===== config.mk =====
export PLATFORM = sky130hd
export DESIGN_NAME = fmap_drain_flat
export DESIGN_NICKNAME = d
export VERILOG_FILES = /design/src/rtl/cnn_pkg.sv /design/src/rtl/fmap_drain_if.sv /design/src/rtl/fmap_addr_gen.sv /design/src/rtl/fmap_drain.sv /design/src/flat_wrapper.sv
export SDC_FILE = /design/constraint.sdc
export NUM_CORES = 1
export LEC_CHECK = 0
export BUFFER_PORTS_ARGS = -buffer_cell sky130_fd_sc_hd__buf_2
export CORE_ASPECT_RATIO = 1.25
export CORE_MARGIN = 5
export CORE_UTILIZATION = 39
export CTS_CLUSTER_DIAMETER = 150
export CTS_CLUSTER_SIZE = 12
export DETAILED_ROUTE_END_ITERATION = 7
export PLACE_DENSITY = 0.75
export SLEW_MARGIN = 20
export SYNTH_ARGS = -nofsm -noshare
export SYNTH_HDL_FRONTEND = slang
export SYNTH_SLANG_ARGS = --single-unit
export TNS_END_PERCENT = 100

===== constraint.sdc =====
create_clock -name clk -period 2.8 [get_ports clk]
set_input_delay 0 -clock clk [delete_from_list [all_inputs] [get_ports clk]]
set_output_delay 0 -clock clk [all_outputs]
set_load 0.01 [all_outputs]

===== src/rtl/cnn_pkg.sv =====
// Shared CNN datapath defaults and the feature-map drain state encoding.
package cnn_pkg;

    localparam int unsigned DATA_W_DEF = 32;
    localparam int unsigned FMAP_W_DEF = 6;
    localparam int unsigned FMAP_H_DEF = 6;
    localparam int unsigned ADDR_W     = 6;

    typedef enum logic [2:0] {
        StIdle,
        StRead,
        StWait,
        StEmit,
        StDone
    } drain_state_e;

endpackage


===== src/rtl/fmap_drain_if.sv =====
// Feature-map RAM read port plus the outgoing valid/ready word stream.
interface fmap_drain_if
    import cnn_pkg::*;
#(
    parameter int unsigned DATA_W = DATA_W_DEF
);

    logic                     rd_en;
    logic [ADDR_W-1:0]        rd_addr;
    logic signed [DATA_W-1:0] rd_data;
    logic                     m_valid;
    logic                     m_ready;
    logic signed [DATA_W-1:0] m_data;
    logic                     m_last;

    modport master (
        output rd_en, rd_addr, m_valid, m_data, m_last,
        input  rd_data, m_ready
    );

    modport slave (
        input  rd_en, rd_addr, m_valid, m_data, m_last,
        output rd_data, m_ready
    );

endinterface


===== src/rtl/fmap_addr_gen.sv =====
// Output-position counters and raster RAM address generation for fmap_drain.
// FMAP_POOL_EN adds a 2x2 sub-sample index and stride-2 addressing.
module fmap_addr_gen
    import cnn_pkg::*;
#(
    parameter int unsigned FMAP_W = FMAP_W_DEF,
    parameter int unsigned FMAP_H = FMAP_H_DEF
) (
    input  logic              clk,
    input  logic              rst,
    input  logic              clear,
`ifdef FMAP_POOL_EN
    input  logic              rd_step,
    output logic              first_rd,
`endif
    input  logic              word_step,
    output logic [ADDR_W-1:0] rd_addr,
    output logic              last_rd,
    output logic              last_word
);

`ifdef FMAP_POOL_EN
    localparam int unsigned OUT_W = FMAP_W / 2;
    localparam int unsigned OUT_H = FMAP_H / 2;
`else
    localparam int unsigned OUT_W = FMAP_W;
    localparam int unsigned OUT_H = FMAP_H;
`endif

    localparam logic [ADDR_W-1:0] COL_MAX  = ADDR_W'(OUT_W - 1);
    localparam logic [ADDR_W-1:0] ROW_MAX  = ADDR_W'(OUT_H - 1);
    localparam logic [ADDR_W-1:0] FMAP_W_A = ADDR_W'(FMAP_W);

    logic [ADDR_W-1:0] row_q, row_d, col_q, col_d;

    assign last_word = (row_q == ROW_MAX) && (col_q == COL_MAX);

    always_comb begin
        row_d = row_q;
        col_d = col_q;
        if (clear) begin
            row_d = '0;
            col_d = '0;
        end else if (word_step) begin
            if (col_q == COL_MAX) begin
                col_d = '0;
                row_d = (row_q == ROW_MAX) ? '0 : row_q + 1'b1;
            end else begin
                col_d = col_q + 1'b1;
            end
        end
    end

    always_ff @(posedge clk) begin
        if (rst) begin
            row_q <= '0;
            col_q <= '0;
        end else begin
            row_q <= row_d;
            col_q <= col_d;
        end
    end

`ifdef FMAP_POOL_EN
    // sub_q[0] selects the column, sub_q[1] the row inside the 2x2 window.
    logic [1:0] sub_q, sub_d;

    always_comb begin
        sub_d = sub_q;
        if (clear || word_step) begin
            sub_d = '0;
        end else if (rd_step && !last_rd) begin
            sub_d = sub_q + 2'd1;
        end
    end

    always_ff @(posedge clk) begin
        if (rst) begin
            sub_q <= '0;
        end else begin
            sub_q <= sub_d;
        end
    end

    assign first_rd = (sub_q == 2'd0);
    assign last_rd  = (sub_q == 2'd3);
    assign rd_addr  = ((row_q << 1) + ADDR_W'(sub_q[1])) * FMAP_W_A
                    + (col_q << 1) + ADDR_W'(sub_q[0]);
`else
    assign last_rd = 1'b1;
    assign rd_addr = row_q * FMAP_W_A + col_q;
`endif

endmodule


===== src/rtl/fmap_drain.sv =====
// Drains a convolution feature map from RAM onto a valid/ready stream.
// FMAP_POOL_EN selects 2x2 stride-2 max-pooling instead of pass-through.
module fmap_drain
    import cnn_pkg::*;
#(
    parameter int unsigned FMAP_W = FMAP_W_DEF,
    parameter int unsigned FMAP_H = FMAP_H_DEF,
    parameter int unsigned DATA_W = DATA_W_DEF
) (
    input  logic          clk,
    input  logic          rst,
    input  logic          start,
    fmap_drain_if.master  bus,
    output logic          busy,
    output logic          done
);

    drain_state_e state_q, state_d;

    logic                     rd_en;
    logic                     rd_vld_q;
    logic                     last_rd;
    logic                     last_word;
    logic                     clear;
    logic                     word_step;
    logic signed [DATA_W-1:0] data_q;

    assign rd_en     = (state_q == StRead);
    assign clear     = (state_q == StIdle) && start;
    assign word_step = (state_q == StEmit) && bus.m_ready;

`ifdef FMAP_POOL_EN
    logic first_rd;
    logic first_q;
`endif

    fmap_addr_gen #(
        .FMAP_W (FMAP_W),
        .FMAP_H (FMAP_H)
    ) u_addr_gen (
        .clk       (clk),
        .rst       (rst),
        .clear     (clear),
`ifdef FMAP_POOL_EN
        .rd_step   (rd_en),
        .first_rd  (first_rd),
`endif
        .word_step (word_step),
        .rd_addr   (bus.rd_addr),
        .last_rd   (last_rd),
        .last_word (last_word)
    );

    always_comb begin
        state_d = state_q;
        unique case (state_q)
            StIdle:  if (start) state_d = StRead;
            StRead:  if (last_rd) state_d = StWait;
            StWait:  state_d = StEmit;
            StEmit:  if (bus.m_ready) state_d = last_word ? StDone : StRead;
            StDone:  state_d = StIdle;
            default: state_d = StIdle;
        endcase
    end

    always_ff @(posedge clk) begin
        if (rst) begin
            state_q <= StIdle;
        end else begin
            state_q <= state_d;
        end
    end

    // RAM data lands one cycle after its strobe; reads never overlap EMIT,
    // so data_q is stable for the whole time m_valid is high.
    always_ff @(posedge clk) begin
        if (rst) begin
            rd_vld_q <= 1'b0;
            data_q   <= '0;
`ifdef FMAP_POOL_EN
            first_q  <= 1'b0;
`endif
        end else begin
            rd_vld_q <= rd_en;
`ifdef FMAP_POOL_EN
            first_q  <= rd_en && first_rd;
            if (rd_vld_q && (first_q || (bus.rd_data > data_q))) begin
                data_q <= bus.rd_data;
            end
`else
            if (rd_vld_q) begin
                data_q <= bus.rd_data;
            end
`endif
        end
    end

    assign bus.rd_en   = rd_en;
    assign bus.m_valid = (state_q == StEmit);
    assign bus.m_data  = data_q;
    assign bus.m_last  = (state_q == StEmit) && last_word;
    assign busy        = (state_q != StIdle);
    assign done        = (state_q == StDone);

endmodule


===== src/flat_wrapper.sv =====
// flat-port wrapper written by rule: the top's interface ports become plain ports
module fmap_drain_flat import cnn_pkg::*;
#(
    parameter int unsigned FMAP_W = FMAP_W_DEF,
    parameter int unsigned FMAP_H = FMAP_H_DEF,
    parameter int unsigned DATA_W = DATA_W_DEF
)
  (clk, rst, start, busy, done, bus_rd_en, bus_rd_addr, bus_m_valid, bus_m_data, bus_m_last, bus_rd_data, bus_m_ready);
  fmap_drain_if #(.DATA_W(DATA_W)) bus_i ();
  input  logic clk;
  input  logic rst;
  input  logic start;
  output logic busy;
  output logic done;
  output wire logic [$bits(bus_i.rd_en)-1:0] bus_rd_en;
  output wire logic [$bits(bus_i.rd_addr)-1:0] bus_rd_addr;
  output wire logic [$bits(bus_i.m_valid)-1:0] bus_m_valid;
  output wire logic [$bits(bus_i.m_data)-1:0] bus_m_data;
  output wire logic [$bits(bus_i.m_last)-1:0] bus_m_last;
  input wire logic [$bits(bus_i.rd_data)-1:0] bus_rd_data;
  input wire logic [$bits(bus_i.m_ready)-1:0] bus_m_ready;
  assign bus_rd_en = bus_i.rd_en;
  assign bus_rd_addr = bus_i.rd_addr;
  assign bus_m_valid = bus_i.m_valid;
  assign bus_m_data = bus_i.m_data;
  assign bus_m_last = bus_i.m_last;
  assign bus_i.rd_data = bus_rd_data;
  assign bus_i.m_ready = bus_m_ready;
  fmap_drain #(.FMAP_W(FMAP_W), .FMAP_H(FMAP_H), .DATA_W(DATA_W)) u_core (.clk(clk), .rst(rst), .start(start), .bus(bus_i), .busy(busy), .done(done));
endmodule

==> impl_metrics.ini <==
[synthesis]
netlist_area_um2 = 2210
syn_inst = 228
netlist_top_cells_count = 48 x dfxtp_1, 45 x nor2_1, 34 x mux2i_1, 13 x a21oi_1, 12 x ha_1
ys_seq_area_frac = 0.434
synth_xor_area_frac = 0.0277
async_flop_share = 0
synth_area_leaders = dfxtp_1 43%, mux2i_1 15%, nor2_1 7.6%
avgSynthCellArea_um2 = 9.71
synthMuxAreaShare = 0.154
synth_warnings = 0
synth_top_cell_by_area = dfxtp_1
yosys.cell_types.count = 40
synthAdderAreaFrac = 0.0859
ys_ff_latch = 48
yosysMostFrequentCell = dfxtp_1
synth_edf_count = 0
syn-num-nets = 278
synth_top_area_frac = 0.434
synth-main-ff-cell = dfxtp_1
synth_compound_area_frac = 0.0791
synthSimpleGateAreaFrac = 0.180
synth_top_family_by_area = simple AND/OR/NAND/NOR gates

[final_layout]
synthToLayoutAreaGrowth_pct = 38.6
fin_util = 0.560
final_cells = 398
final_area_um2 = 3070
drive_above_1_share = 0.278
n_antenna_cell = 0
final_nets = 383
fillers = 477

[sta]
setup-violations-final = 0
rsz0062_at_grt = no
relSlewSlack = 0.362
worstMarginPinSlew_ns = 0.957
layout_min_cycle_time_ns = 2.62
drv_slew = 0
finClkSkew_ns = 0.00774
finalSetupTns_ns = 0
clock.fmax_mhz = 381
hold_slack_ns = 0.123
fin_crit_sh = 0.937
hold_violations = 0

[worst_setup_path]
worst_ep_arrival_time_ns = 2.62
max_stage_delay_ns = 0.47
cp_max_fo = 8
cp_common_cell = ha_1
startpoint = u_core.u_addr_gen.row_q[0]
r2r_start = u_core.u_addr_gen.col_q[0]
cp_cell_sequence = ha_1, fa_1, ha_1, a21o_1, a21oi_1, xor2_1, xnor2_1, buf_2
endpoint_kind = primary output
crit_path_top_delay_cell = dfxtp_1
path_class = reg2out
cp.required_ns = 2.80
start_kind = register

[die]
dieArea_um2 = 7290
die_h_um = 94.3
start_util = 0.404
die_w_um = 77.4
core_area_um2 = 5480
num_rows = 30
ios = 79

[job]
maxCapViolations = 0

[global_routing]
grt_pass1_vias = 1907
antenna_found_initial = 0
track_usage = 0.147
grt-ovfl-total = 0
grt_pass1_wl_um = 8840
grt_start_max_net_pins = 37

[placed_design]
dp_cells = 357
placed_cell_area_um2 = 2630
port_buffers = 78
gp_congestion = 0.821
post-dp-hpwl_um = 3580

[clocking]
clk_path_buf_depth = 2
cts-root-buf = clkbuf_8
h-tree-depth = 2
cts_tree = built
cts_made_buffers = 5
worstSkewPairLatency_ns = 0.29
path_clk_slew_ns = 0.09
cts_resized = 0
cts_sinks = 48

[outcome]
outcome = finished, final reports clean

[power]
p_leak_nw = 1.45
power_density_nw_per_um2 = 447
vdd_drop_max_uv = 208

[route]
ant_nets = 0
wl_um = 5310
detail_route.wl_per_cell_um = 13.3
num_vias = 1944
drt-pass1-iter-count = 4
drtIter0Drc = 81
drc = 0
viasPerCell = 4.88

[worst_hold_path]
worst_hold_path_type = in2reg
holdCritStartpoint = start
[layout make-up]
class | count | area, um2 | share of cell area
Clock inverter | 2 | 35.0 | 0.0114
Sequential cell | 48 | 962 | 0.313
Multi-Input combinational cell | 160 | 1170 | 0.380
Tap cell | 64 | 80.1 | 0.0261
Inverter | 5 | 18.8 | 0.00611
Timing Repair Buffer | 113 | 736 | 0.240
Clock buffer | 6 | 72.6 | 0.0236
[worst max-delay path, delay by kind of cell (launching register included)]
kind,cells,cell delay [ns]
flip-flops,1,0.47
XOR/XNOR,2,0.33
AO/OA/AOI/OAI,2,0.33
adder cells (fa/ha/maj),3,1.06
buffers and inverters,1,0.15
[final timing paths]
kind,cells after the start,to,slack [ns]
hold / removal,4,u_core.state_q[2],0.12
setup / recovery,8,bus_rd_addr[5],0.18
setup reg to reg,5,u_core.u_addr_gen.row_q[2],0.89
hold reg to reg,2,u_core.bus.m_data[9],0.49
[per-stage QoR]
step | setup slack (ns) | total power [mW]
3_3_place_gp | 0.565 | 0.868
4_1_cts | 0.161 | 1.40
3_5_place_dp | 0.510 | 0.872
5_1_grt | 0.00688 | 1.45
2_1_floorplan | 0.727 | 0.813
6_report | 0.176 | 1.37
[logic make-up after synthesis]
kind of cell,after synthesis
fa+ha+maj,14
xor+xnor,7
compound gates,29
simple gates,76
buf+inv,20
flops,48
mux,34
[timing repair]
| item | CTS | global route |
|---|---|---|
| setup endpoints to repair | 0 | 0 |
| hold endpoints to repair | 34 | 0 |
| hold buffers | 33 | 0 |
| buffers inserted | 0 | 0 |
[power breakdown]
part           switching [mW]  total, mW  internal (mW)
sequential             0.0268      0.731          0.704
combinational          0.0665      0.161         0.0941
clock                   0.216      0.481          0.265
[state kept, by name, summed over array words and instances, names as in the netlist]
signal and cells:
u_core.u_addr_gen.col_q 6, u_core.rd_vld_q 1, u_core.u_addr_gen.row_q 6, u_core.bus.m_data 32, u_core.state_q 3
[per-layer routing]
metal	global-route usage	vias up	share of wire
met5	0	-	0
li1	-	997	-
met1	0.164	887	0.40
met2	0.261	51	0.52
met4	0.0473	0	0.016
met3	0.0489	9	0.064
[layout by cell type (no fill, tap or decap), drive strengths merged, types with 2 or more instances in the layout]
master / synthesis / layout
buf: 7 / 80
dfxtp: 48 / 48
nor2: 45 / 45
mux2i: 34 / 34
dlygate4sd3: 0 / 33
a21oi: 13 / 13
ha: 12 / 12
clkbuf: 8 / 6
inv: 5 / 5
nand2: 5 / 5
o21ai: 5 / 5
xor2: 4 / 4
xnor2: 3 / 3
o21bai: 3 / 3
nor3: 3 / 3
nand4: 3 / 3
or4: 3 / 3
or3: 3 / 3
a21o: 2 / 2
and3: 2 / 2
a211oi: 2 / 2
fa: 2 / 2
and2: 2 / 2
nand3: 2 / 2
Power figures use the tool's default switching activity.
